## src/rtl/hazard_pkg.sv

```systemverilog
// Shared encodings for the hazard controller: FSM state types and
// E-stage forward-select codes, plus the forward-select priority helper.
package hazard_pkg;

    typedef enum logic {
        MDU_IDLE = 1'b0,
        MDU_BUSY = 1'b1
    } mdu_state_e;

    typedef enum logic {
        EX_IDLE = 1'b0,
        EX_WAIT = 1'b1
    } ex_state_e;

    localparam logic [1:0] FWD_RF = 2'b00;
    localparam logic [1:0] FWD_M  = 2'b10;
    localparam logic [1:0] FWD_W  = 2'b01;

    // The M stage holds the younger result, so it wins over W.
    function automatic logic [1:0] fwd_sel(input logic hit_m, input logic hit_w);
        logic [1:0] sel;
        if (hit_m) begin
            sel = FWD_M;
        end else if (hit_w) begin
            sel = FWD_W;
        end else begin
            sel = FWD_RF;
        end
        return sel;
    endfunction

endpackage

```

## src/rtl/mdu_tracker.sv

```systemverilog
// Tracks an in-flight multi-cycle mult/div: IDLE/BUSY state, busy-cycle
// counter and the one-cycle timeout when the MDU never reports done.
module mdu_tracker
    import hazard_pkg::*;
#(
    parameter int MDU_MAX = 64
) (
    input  logic clk,
    input  logic rst,
    input  logic mdu_start,
    input  logic mdu_done,
    input  logic flush_e,
    input  logic except_m,
    output logic busy,
    output logic timeout
);

    localparam int CW = (MDU_MAX > 2) ? $clog2(MDU_MAX) : 1;
    localparam logic [CW-1:0] LAST = CW'(MDU_MAX - 1);

    mdu_state_e    state_r;
    logic [CW-1:0] cnt_r;
    logic          busy_s;
    logic          timeout_s;

    assign busy_s    = (state_r == MDU_BUSY);
    assign timeout_s = busy_s & (cnt_r == LAST);
    assign busy      = busy_s;
    assign timeout   = timeout_s;

    // State and busy-cycle counter; the counter shows 0 in the first BUSY cycle.
    always_ff @(posedge clk) begin
        if (rst) begin
            state_r <= MDU_IDLE;
            cnt_r   <= {CW{1'b0}};
        end else begin
            case (state_r)
                MDU_IDLE: begin
                    cnt_r <= {CW{1'b0}};
                    if (mdu_start & ~mdu_done & ~flush_e & ~except_m) begin
                        state_r <= MDU_BUSY;
                    end else begin
                        state_r <= MDU_IDLE;
                    end
                end
                MDU_BUSY: begin
                    if (except_m | mdu_done | timeout_s) begin
                        state_r <= MDU_IDLE;
                        cnt_r   <= {CW{1'b0}};
                    end else begin
                        state_r <= MDU_BUSY;
                        cnt_r   <= cnt_r + CW'(1);
                    end
                end
                default: begin
                    state_r <= MDU_IDLE;
                    cnt_r   <= {CW{1'b0}};
                end
            endcase
        end
    end

endmodule

```

## src/rtl/hazard_ctrl_mc.sv

```systemverilog
// Pipeline hazard controller: forwarding, load/branch/MDU stalls, prioritised
// stage stall/flush control, exception fetch-drain FSM and a stall counter.
module hazard_ctrl_mc
    import hazard_pkg::*;
#(
    parameter int REG_AW  = 5,
    parameter int CNT_W   = 32,
    parameter int MDU_MAX = 64
) (
    input  logic              clk,
    input  logic              rst,
    input  logic [REG_AW-1:0] rsD,
    input  logic [REG_AW-1:0] rtD,
    input  logic              branchD,
    input  logic              jrD,
    input  logic              mfhiloD,
    input  logic [REG_AW-1:0] rsE,
    input  logic [REG_AW-1:0] rtE,
    input  logic [REG_AW-1:0] writeregE,
    input  logic              regwriteE,
    input  logic              memtoregE,
    input  logic              mdu_startE,
    input  logic              mdu_doneE,
    input  logic [REG_AW-1:0] writeregM,
    input  logic              regwriteM,
    input  logic              memtoregM,
    input  logic              is_exceptM,
    input  logic [REG_AW-1:0] writeregW,
    input  logic              regwriteW,
    input  logic              i_stall,
    input  logic              d_stall,
    output logic              forwardaD,
    output logic              forwardbD,
    output logic [1:0]        forwardaE,
    output logic [1:0]        forwardbE,
    output logic              stallF,
    output logic              stallD,
    output logic              stallE,
    output logic              stallM,
    output logic              stallW,
    output logic              flushD,
    output logic              flushE,
    output logic              flushM,
    output logic              flushW,
    output logic              mdu_busy,
    output logic              mdu_timeout,
    output logic [CNT_W-1:0]  stall_cnt
);

    localparam logic [REG_AW-1:0] REG_ZERO = {REG_AW{1'b0}};

    ex_state_e        ex_state_r;
    logic [CNT_W-1:0] stall_cnt_r;
    logic [4:0]       stall_s;   // {F, D, E, M, W}
    logic [3:0]       flush_s;   // {D, E, M, W}
    logic             lwstall_s;
    logic             brstall_s;
    logic             mdustall_s;
    logic             ex_wait_s;
    logic             trk_busy_s;
    logic             trk_timeout_s;

    mdu_tracker #(
        .MDU_MAX(MDU_MAX)
    ) u_mdu_tracker (
        .clk      (clk),
        .rst      (rst),
        .mdu_start(mdu_startE),
        .mdu_done (mdu_doneE),
        .flush_e  (flush_s[2]),
        .except_m (is_exceptM),
        .busy     (trk_busy_s),
        .timeout  (trk_timeout_s)
    );

    assign lwstall_s  = memtoregE & ((rtE == rsD) | (rtE == rtD));
    assign brstall_s  = (branchD | jrD) &
                        ((regwriteE & ((writeregE == rsD) | (writeregE == rtD))) |
                         (memtoregM & ((writeregM == rsD) | (writeregM == rtD))));
    assign mdustall_s = (trk_busy_s & ~mdu_doneE) | (mfhiloD & trk_busy_s) |
                        (~trk_busy_s & mdu_startE & ~mdu_doneE);
    assign ex_wait_s  = (ex_state_r == EX_WAIT);

    // Operand forwarding selects; register 0 is hard-wired and never forwarded.
    always_comb begin
        forwardaD = 1'b0;
        forwardbD = 1'b0;
        forwardaE = FWD_RF;
        forwardbE = FWD_RF;
        if (rst) begin
            forwardaD = 1'b0;
            forwardbD = 1'b0;
        end else begin
            forwardaD = (rsD != REG_ZERO) & regwriteM & (rsD == writeregM);
            forwardbD = (rtD != REG_ZERO) & regwriteM & (rtD == writeregM);
            forwardaE = fwd_sel((rsE != REG_ZERO) & regwriteM & (rsE == writeregM),
                                (rsE != REG_ZERO) & regwriteW & (rsE == writeregW));
            forwardbE = fwd_sel((rtE != REG_ZERO) & regwriteM & (rtE == writeregM),
                                (rtE != REG_ZERO) & regwriteW & (rtE == writeregW));
        end
    end

    // Prioritised stall/flush; while draining a fetch after an exception the
    // D stage keeps being flushed and F follows the I-cache.
    always_comb begin
        stall_s = 5'b00000;
        flush_s = 4'b0000;
        if (rst) begin
            flush_s = 4'b1111;
        end else if (is_exceptM & d_stall) begin
            stall_s = 5'b11111;
        end else if (is_exceptM) begin
            flush_s = 4'b1111;
        end else begin
            if (i_stall | d_stall) begin
                stall_s = 5'b11111;
            end else if (mdustall_s) begin
                stall_s = 5'b11100;
                flush_s = 4'b0010;
            end else if (lwstall_s | brstall_s) begin
                stall_s = 5'b11000;
                flush_s = 4'b0100;
            end else begin
                stall_s = 5'b00000;
                flush_s = 4'b0000;
            end
            stall_s[4] = ex_wait_s ? i_stall : stall_s[4];
            flush_s[3] = ex_wait_s | flush_s[3];
        end
    end

    assign {stallF, stallD, stallE, stallM, stallW} = stall_s;
    assign {flushD, flushE, flushM, flushW}         = flush_s;
    assign mdu_busy    = ~rst & trk_busy_s;
    assign mdu_timeout = ~rst & trk_timeout_s;
    assign stall_cnt   = stall_cnt_r;

    // Exception FSM: wait out an in-flight I-cache miss after an exception.
    always_ff @(posedge clk) begin
        if (rst) begin
            ex_state_r <= EX_IDLE;
        end else begin
            case (ex_state_r)
                EX_IDLE: ex_state_r <= (is_exceptM & i_stall & ~d_stall) ? EX_WAIT : EX_IDLE;
                EX_WAIT: ex_state_r <= i_stall ? EX_WAIT : EX_IDLE;
                default: ex_state_r <= EX_IDLE;
            endcase
        end
    end

    // Saturating count of D-stage stall cycles.
    always_ff @(posedge clk) begin
        if (rst) begin
            stall_cnt_r <= {CNT_W{1'b0}};
        end else if (stall_s[3] & (stall_cnt_r != {CNT_W{1'b1}})) begin
            stall_cnt_r <= stall_cnt_r + CNT_W'(1);
        end else begin
            stall_cnt_r <= stall_cnt_r;
        end
    end

endmodule

```

## config.mk

```make
export PLATFORM = sky130hd
export DESIGN_NAME = hazard_ctrl_mc
export DESIGN_NICKNAME = d
export VERILOG_FILES = /design/src/rtl/hazard_pkg.sv /design/src/rtl/mdu_tracker.sv /design/src/rtl/hazard_ctrl_mc.sv
export SDC_FILE = /design/constraint.sdc
export NUM_CORES = 1
export LEC_CHECK = 0
export ABC_CLOCK_PERIOD_IN_PS = 3700
export CAP_MARGIN = 20
export CORE_ASPECT_RATIO = 1.25
export CORE_MARGIN = 1.5
export CORE_UTILIZATION = 49
export CTS_CLUSTER_SIZE = 30
export DETAILED_ROUTE_END_ITERATION = 10
export PLACE_DENSITY_LB_ADDON = 0.12
export SETUP_SLACK_MARGIN = 0.1
export SLEW_MARGIN = 5
export SYNTH_ARGS = -nofsm -noshare
export SYNTH_HDL_FRONTEND = slang
export SYNTH_SLANG_ARGS = --single-unit
```

## constraint.sdc

```tcl
create_clock -name clk -period 3.7 [get_ports clk]
set_input_delay 0.74 -clock clk [delete_from_list [all_inputs] [get_ports clk]]
set_output_delay 0.74 -clock clk [all_outputs]
set_load 0.02 [all_outputs]
```

==> run metrics <==
CTS root buffer=clkbuf_8; Bufs and invs on worst path=3; DRT antenna net count=0; sw frac=26.2%; via/cell ratio=5.92; Worst path max stage delay=540 ps; cts repair resizes=5; drt total wl=8050 µm; class of the worst hold path=reg -> reg; Crit path depth=7; pre-CTS setup slack=-90.2 ps; final worst slack=147 ps; Netlist cell types=44; row cnt=30; Worst-path clk slew=80 ps; commonest non-fill, non-tap cells in the layout=clkdlybuf4s50_1 (93), xnor2_1 (40), dfxtp_1 (40); Worst VDD drop=0.212 mV; setup bufs post-CTS=0; ratio of cells with drive above 1 in the final layout=8.65%; ys async rst share=0%; DIE HEIGHT=87.6 µm; Syn Inst Count=364; Power per Cell Area=257 nW/µm²; Clk pwr share=36.4%; Avg Cell Area, Syn=7.70 µm²; worst rel slew slack=57.9%; largest net degree at the start of global routing=62; crit-path max FO=3; Peak Freq=0.281 GHz; Starting Density=51.2%; crit path capture type=primary output; Gate power share=22.1%; CTS HTree Levels=2; Main synth FF type=dfxtp_1; Top-Level Pins=99; core box area=5480 µm²; dpl cell area=3960 µm²; GRT Util Overall=25.3%; Slew @ Worst Pin=631 ps; diodes inserted=0; final hold vios=0; drt pass-1 iters=4; slowest CP cell=clkdlybuf4s50_1; Worst Path Arrival=2810 ps; TritonCTS buffer count=5; CTS Hold Bufs=0; Final Instance Count excl. Fillers=538; Final nets=525; routed via count=3185; first-pass GRT wire length=13000 µm; number of antenna violations at the first check in global routing=0; WHS Endpoint=u_mdu_tracker.cnt_r[0]; DIE AREA=6190 µm²; commonest non-fill, non-tap cell in the layout=clkdlybuf4s50_1; vias in the first global route=2945; #FFs+latches synth=40; worst clock skew=4.72 ps; WL/cell=15.0 µm; DIE WIDTH=70.7 µm; GP Congestion=0.913; worst hold slack=462 ps; register area share after synthesis=28.6%; most used cell, CP=clkdlybuf4s50_1; status=complete, no violations; worst-skew pair later-pin latency=290 ps; critical register-to-register path startpoint=stall_cnt[0]; Final Util=74.6%; Final Max Slew Viols=0; EDFF count, synth=0; reg2reg path depth=8; Worst setup SP type=primary input; fillers=444; Crit path max-delay family=buffers and inverters; DR DRC count=0; synthesized area=2800 µm²; GR Overflow Total=0; DRT iter0 DRCs=176; required time worst endpoint=2960 ps; post-route cell area=4090 µm²; area grow syn2layout=45.9%; DP Cell Count=530; minimum clock period=3550 ps; crit-path cells=clkdlybuf4s50_1 -> buf_4 -> or4_1 -> o21ai_0 -> nor3_1 -> nor2b_1 -> clkdlybuf4s50_1; R2R setup slack=940 ps; Pleak=1.36 nW; unrepaired setup endpoints after global routing=yes; sequential power share=41.4%; max cap viols=0; Hold Startpoint=u_mdu_tracker.cnt_r[0]; CTS tree=yes; synth warn=0; CP Class=in -> out; FF-to-FF End=stall_cnt[3]; IO Port Bufs=98; Internal Power=776 µW; Final Setup Violations=0; CTS sink cnt=40; Syn Nets=416; hold path cells=1; final period utilization=96.0%; hpwl dp=6270 µm; switching pwr=275 µW; Clock Tree Buf Depth=2
power by group through the flow:
stage	Clock [mW]	Sequential, mW	Combinational (mW)
after floorplan	0	0.446	0.110
after global placement	0	0.445	0.227
after detailed placement	0	0.445	0.232
after CTS	0.387	0.435	0.231
after global routing	0.403	0.436	0.249
final	0.383	0.435	0.233
per-stage QoR:
stage                     setup TNS (ps)  power [mW]
after floorplan                        0       0.557
after global placement                 0       0.672
after detailed placement            -158       0.677
after CTS                              0        1.05
after global routing                   0        1.09
final                                  0        1.05
sequential cells by signal (all words and copies together), names as in the netlist:
name,flops
stall_cnt,32
ex_state_r,1
u_mdu_tracker.cnt_r,6
u_mdu_tracker.busy,1
cells in the mapped netlist (2+ instances only):
cell type,count,area [µm²]
nor2b_1,10,62.6
ha_1,2,25.0
clkbuf_1,13,48.8
and4_1,3,26.3
a21oi_1,28,140
buf_4,2,15.0
or4_1,17,128
o311ai_0,3,26.3
nor3_1,7,35.0
o22ai_1,3,18.8
o21ai_1,15,75.1
o21ai_0,4,20.0
nand3_1,24,120
xor2_1,10,87.6
nand4_1,17,106
nor4_1,4,25.0
inv_1,11,41.3
nand2_1,21,78.8
or3_1,16,100
o41ai_1,4,35.0
buf_2,6,30.0
o31ai_1,12,90.1
nor2_1,21,78.8
and3_1,5,31.3
xnor2_1,40,350
o211a_1,2,20.0
and2_1,8,50.1
dfxtp_1,40,801
worst max path at each step:
stage,startpoint,endpoint,slack (ps)
5_1_grt,writeregM[4],forwardaE[1],100
4_1_cts,rtE[4],forwardbE[1],110
2_1_floorplan,rtE[1],forwardbE[0],640
3_3_place_gp,writeregM[0],stallF,10
3_5_place_dp,writeregM[0],flushE,-90
6_report,rsD[3],forwardaD,150
logic make-up (layout without fill, tap and decap cells):
| group | count (synthesis) | count (layout) | synth area share (%) |
|---|---|---|---|
| mux | 1 | 1 | 0.357 |
| buf+inv | 34 | 144 | 5.35 |
| xor+xnor | 50 | 50 | 15.6 |
| compound gates | 80 | 80 | 18.0 |
| simple gates | 157 | 157 | 31.2 |
| flops | 40 | 40 | 28.6 |
| fa+ha+maj | 2 | 2 | 0.892 |
final cells by class:
type	instances	area (µm²)	area share (%)
inverters	12	45.0	1.10
well taps	64	80.1	1.96
clock inverters	2	38.8	0.948
multi-input cells	290	1870	45.8
clock buffers	6	82.6	2.02
flip-flops and latches	40	801	19.6
repair buffers	124	1170	28.6
metal layers:
layer / vias to the layer above / global-route usage (%) / share of wire [%]
met2: 129 / 45.0 / 50
met5: - / 0 / 0
li1: 1564 / - / -
met1: 1477 / 29.7 / 42
met3: 15 / 5.29 / 6.7
met4: 0 / 10.5 / 2.0
(Power assumes the default switching activity.)
